File: src/rtl/keccak_x_heep_pkg.sv
// Shared definitions for the Keccak accelerator integration into X-HEEP.
package keccak_x_heep_pkg;

    typedef enum logic [2:0] {
        IDLE    = 3'd0,
        RD_REQ  = 3'd1,
        RD_WAIT = 3'd2,
        WR_REQ  = 3'd3,
        WR_WAIT = 3'd4,
        DONE    = 3'd5
    } loader_state_e;

    localparam int unsigned WORD_BYTES = 4;

    // Slot of the loader on the external-master port array.
    localparam int unsigned KECCAK_LOADER_EXT_MASTER_IDX = 0;

endpackage

File: src/rtl/obi_pkg.sv
// OBI bus request/response types shared by every X-HEEP bus initiator.
package obi_pkg;

    typedef struct packed {
        logic        req;
        logic        we;
        logic [3:0]  be;
        logic [31:0] addr;
        logic [31:0] wdata;
    } obi_req_t;

    typedef struct packed {
        logic        gnt;
        logic        rvalid;
        logic [31:0] rdata;
    } obi_resp_t;

endpackage

File: src/rtl/keccak_obi_loader.sv
// OBI initiator copying a block of 32-bit words, one read then one write per
// word, so the Keccak state/data windows can be filled without core traffic.
module keccak_obi_loader
    import obi_pkg::*;
    import keccak_x_heep_pkg::*;
#(
    parameter int unsigned LEN_W = 16
) (
    input  logic             clk_i,
    input  logic             rst_i,
    input  logic             start_i,
    input  logic [31:0]      src_addr_i,
    input  logic [31:0]      dst_addr_i,
    input  logic [LEN_W-1:0] len_i,
    input  logic             src_inc_i,
    input  logic             dst_inc_i,
    input  logic             intr_clr_i,
    output obi_req_t         master_req_o,
    input  obi_resp_t        master_resp_i,
    output logic             busy_o,
    output logic             done_o,
    output logic             intr_o,
    output logic [LEN_W-1:0] words_done_o
);

    loader_state_e    state_q, state_d;
    logic [31:0]      cur_src_q;
    logic [31:0]      cur_dst_q;
    logic [31:0]      data_q;
    logic [LEN_W-1:0] len_q;
    logic [LEN_W-1:0] words_done_q;
    logic             src_inc_q;
    logic             dst_inc_q;
    logic             intr_q;
    logic             last_word;

    assign last_word = (words_done_q + LEN_W'(1)) == len_q;

    always_ff @(posedge clk_i) begin
        if (rst_i) state_q <= IDLE;
        else       state_q <= state_d;
    end

    // Request fields are a pure function of state and the held registers,
    // so they cannot move while a request waits for its grant.
    always_comb begin
        state_d      = state_q;
        master_req_o = '0;
        unique case (state_q)
            IDLE: begin
                if (start_i) state_d = (len_i == '0) ? DONE : RD_REQ;
            end
            RD_REQ: begin
                master_req_o.req  = 1'b1;
                master_req_o.be   = 4'hF;
                master_req_o.addr = cur_src_q;
                if (master_resp_i.gnt) state_d = RD_WAIT;
            end
            RD_WAIT: begin
                if (master_resp_i.rvalid) state_d = WR_REQ;
            end
            WR_REQ: begin
                master_req_o.req   = 1'b1;
                master_req_o.we    = 1'b1;
                master_req_o.be    = 4'hF;
                master_req_o.addr  = cur_dst_q;
                master_req_o.wdata = data_q;
                if (master_resp_i.gnt) state_d = WR_WAIT;
            end
            WR_WAIT: begin
                if (master_resp_i.rvalid) state_d = last_word ? DONE : RD_REQ;
            end
            DONE: state_d = IDLE;
            default: state_d = IDLE;
        endcase
    end

    always_ff @(posedge clk_i) begin
        if (rst_i) begin
            cur_src_q    <= '0;
            cur_dst_q    <= '0;
            data_q       <= '0;
            len_q        <= '0;
            words_done_q <= '0;
            src_inc_q    <= 1'b0;
            dst_inc_q    <= 1'b0;
        end else begin
            unique case (state_q)
                IDLE: begin
                    if (start_i) begin
                        cur_src_q    <= {src_addr_i[31:2], 2'b00};
                        cur_dst_q    <= {dst_addr_i[31:2], 2'b00};
                        len_q        <= len_i;
                        src_inc_q    <= src_inc_i;
                        dst_inc_q    <= dst_inc_i;
                        words_done_q <= '0;
                    end
                end
                RD_WAIT: begin
                    if (master_resp_i.rvalid) data_q <= master_resp_i.rdata;
                end
                WR_WAIT: begin
                    // Address arithmetic wraps modulo 2^32 on purpose.
                    if (master_resp_i.rvalid) begin
                        words_done_q <= words_done_q + LEN_W'(1);
                        if (src_inc_q) cur_src_q <= cur_src_q + 32'(WORD_BYTES);
                        if (dst_inc_q) cur_dst_q <= cur_dst_q + 32'(WORD_BYTES);
                    end
                end
                default: ;
            endcase
        end
    end

    // Set beats clear when both land in the DONE cycle.
    always_ff @(posedge clk_i) begin
        if (rst_i)                 intr_q <= 1'b0;
        else if (state_q == DONE)  intr_q <= 1'b1;
        else if (intr_clr_i)       intr_q <= 1'b0;
    end

    assign busy_o       = (state_q != IDLE);
    assign done_o       = (state_q == DONE);
    assign intr_o       = intr_q | (state_q == DONE);
    assign words_done_o = words_done_q;

endmodule
File: config.mk
export PLATFORM = sky130hd
export DESIGN_NAME = keccak_obi_loader
export DESIGN_NICKNAME = d
export VERILOG_FILES = /design/src/rtl/keccak_x_heep_pkg.sv /design/src/rtl/obi_pkg.sv /design/src/rtl/keccak_obi_loader.sv
export SDC_FILE = /design/constraint.sdc
export NUM_CORES = 1
export LEC_CHECK = 0
export CAP_MARGIN = 20
export CORE_MARGIN = 4
export CORE_UTILIZATION = 34
export DETAILED_ROUTE_END_ITERATION = 12
export GPL_TIMING_DRIVEN = 0
export SLEW_MARGIN = 20
export SYNTH_ARGS = -nofsm -noshare
export SYNTH_HDL_FRONTEND = slang
export SYNTH_SLANG_ARGS = --single-unit
export TNS_END_PERCENT = 1
File: constraint.sdc
create_clock -name clk_i -period 2.9 [get_ports clk_i]
set_input_delay 0.58 -clock clk_i [delete_from_list [all_inputs] [get_ports clk_i]]
set_output_delay 0.58 -clock clk_i [all_outputs]
set_load 0.1 [all_outputs]
==> impl_metrics.json <==
{
  "synthArstFlopShare_pct": 0,
  "drt-initial-drc-count": 948,
  "cts_buffers": 17,
  "cp.arrival_ps": 2440,
  "grt_antenna_before_repair": 0,
  "fmax_ghz": 0.331,
  "final_cell_mix": "nand2_1, dfxtp_1, clkdlybuf4s50_1, a21oi_1, nor2_1",
  "final_nets": 1397,
  "hp-class": "flop to flop",
  "placedInstanceArea_sq_mm": 0.0101,
  "ios": 209,
  "power_density_mw_per_mm2": 536,
  "holdWs_ps": 448,
  "slew_headroom_pct": 32.8,
  "placed_cells": 1535,
  "fin_area_sq_mm": 0.0105,
  "final_cell_count_no_fill": 1567,
  "p_leak_nw": 3.95,
  "antenna_cells": 0,
  "drt_first_pass_iters": 9,
  "path_clk_slew_ps": 60,
  "syn_area_per_cell_sq_um": 7.31,
  "grt_max_degree": 17,
  "vdd_drop_max_mv": 0.348,
  "drc": 0,
  "hpwl_mm": 23.6,
  "synth-seq-cells": 130,
  "worstSetupPathType": "flop to primary output",
  "dieWidth_um": 158,
  "cpPeakStageDelay_ps": 470,
  "outcome": "finished with violations",
  "fillers": 2284,
  "rows": 54,
  "grt_pass1_wl_mm": 48.6,
  "finalCritPeriodShare_pct": 104,
  "hold_violations": 0,
  "grt_use_total_pct": 25.1,
  "portBuffers": 201,
  "crit_top_cell": "buf_2",
  "critPathTopFamily": "buffers and inverters",
  "initial_core_util_pct": 35.0,
  "rsz0062_at_grt": "true",
  "end_kind": "primary output",
  "grt_pass1_vias": 8308,
  "setup-violations-final": 3,
  "cts_root_buf": "clkbuf_16",
  "viasPerCell": 5.72,
  "ys_types": 71,
  "cp_cell_sequence": "buf_2 -> buf_2 -> buf_4 -> mux2i_1 -> nor2_1 -> clkdlybuf4s15_2",
  "postLayoutSetupSlackWorst_ps": -117,
  "gp_congestion": 0.947,
  "worst_pin_slew_ps": 1000,
  "die_h_um": 158,
  "violations": "negative setup slack",
  "synth_seq_area_share_pct": 33.8,
  "total_power_mw": 5.65,
  "crit_buf_inv": 4,
  "required_ps": 2320,
  "drv_cap": 0,
  "clk_latency_ps": 420,
  "min_period_ps": 3020,
  "post-cts-setup-buffers": 0,
  "cts_tree": "built",
  "yosysWarnings": 0,
  "wire_per_inst_um": 20.9,
  "cp-start-kind": "flop",
  "syn-cell-area_sq_mm": 0.00770,
  "path_max_fanout": 10,
  "drive_gt1_share_pct": 12.2,
  "skew_ps": 12.6,
  "htreeDepth": 4,
  "maxSlewViolCount": 0,
  "antenna_left": 0,
  "vias": 8962,
  "grt_overflow": 0,
  "routed_wl_mm": 32.7,
  "synth_edf_count": 0,
  "ctsLongestPathBuffers": 2,
  "area.growth.synth_to_final_pct": 36.9,
  "ys.flop_type": "dfxtp_1",
  "coreArea_sq_mm": 0.0220,
  "die_area_sq_mm": 0.0251,
  "cpMaxStageDelayCell": "clkdlybuf4s15_2",
  "mostFrequentLayoutCell": "nand2_1",
  "clock_sinks": 130,
  "synth_cells": 1053
}
cell usage after synthesis, types with 5 or more instances:
library cell / n / area, sq um
buf_4: 7 / 52.6
and3_1: 45 / 282
o31ai_1: 7 / 52.6
a22oi_1: 9 / 67.6
nor3_1: 23 / 115
nor4_1: 9 / 56.3
xor2_1: 9 / 78.8
nand3_1: 34 / 170
nand4_1: 20 / 125
buf_2: 6 / 30.0
clkbuf_1: 61 / 229
mux2i_1: 31 / 310
xnor2_1: 11 / 96.3
and2_1: 5 / 31.3
a211oi_1: 26 / 195
inv_1: 6 / 22.5
a21oi_1: 123 / 616
nand2_1: 174 / 653
and4_1: 8 / 70.1
nand3_2: 5 / 50.1
nor2_1: 107 / 402
or3_1: 7 / 43.8
nand2b_1: 7 / 43.8
o21ai_0: 57 / 285
o21a_1: 5 / 37.5
a21o_1: 5 / 37.5
nand3b_1: 5 / 37.5
o22ai_1: 13 / 81.3
dfxtp_1: 130 / 2600
buf_1: 9 / 33.8
a31oi_1: 13 / 81.3
area by class of cell:
cell class,instances,area [sq um],area share (%)
buffer,91,454,4.31
clock buffer,20,457,4.33
clock inverter,12,204,1.94
inverter,6,22.5,0.214
multi-input combinational,827,4640,44.1
sequential,130,2600,24.7
tap,280,350,3.33
timing repair buffer,201,1800,17.1
kinds of logic after synthesis:
family / synth area share, %
AND/OR/NAND/NOR: 30.3
AO/OA/AOI/OAI: 22.9
flip-flops: 33.8
buffers and inverters: 5.96
multiplexers: 4.18
XOR/XNOR: 2.28
adder cells (fa/ha/maj): 0.488
other: 0.0487
layer usage:
layer	routed length, um	global-route usage, %	vias up
met2	15000	39.7	480
met4	788	7.03	0
met5	0	0	-
li1	-	-	4211
met1	13800	34.5	4224
met3	3040	5.63	47
path summary, 6_finish.rpt:
path                   start               end  slack (ps)  cells after the start
max               state_q[1]  master_req_o[34]        -120                      6
min                data_q[0]         data_q[0]         450                      2
max reg2reg  words_done_o[0]        state_q[2]         230                      7
min reg2reg        data_q[0]         data_q[0]         450                      2
metrics by stage:
step / TNS, ps / setup slack [ps] / utilization (%)
floorplan: -9230 / -348 / -
global placement: -51390 / -1120 / 45.7
detailed placement: -50470 / -1110 / 45.7
CTS: -690 / -134 / 47.9
global route: -1270 / -195 / 47.8
finish: -260 / -117 / 47.8
worst reg2reg max path, delay by kind of cell, from the launching register on:
kind | cells | cell delay, ps
flip-flops | 1 | 500
XOR/XNOR | 1 | 310
AO/OA/AOI/OAI | 2 | 390
adder cells (fa/ha/maj) | 1 | 310
AND/OR/NAND/NOR | 3 | 1110
what timing repair did:
| item | 4_1_cts | 5_1_grt |
|---|---|---|
| endpoints found under the setup margin | 71 | 55 |
| hold buffers | 0 | 0 |
| gates resized for setup | 365 | 32 |
power breakdown:
part           total (mW)  internal [mW]  switching [mW]
clock                2.45           1.58           0.870
sequential           2.03           1.90           0.127
combinational        1.17          0.415           0.758
total                5.65           3.89            1.75
registers in the layout (all words and copies together), names as in the netlist:
| signal | flops |
|---|---|
| len_q | 16 |
| state_q | 3 |
| dst_inc_q | 1 |
| cur_src_q | 30 |
| cur_dst_q | 30 |
| data_q | 32 |
| src_inc_q | 1 |
| intr_q | 1 |
| words_done_o | 16 |
Note: power is estimated with default switching activity, not from simulation.
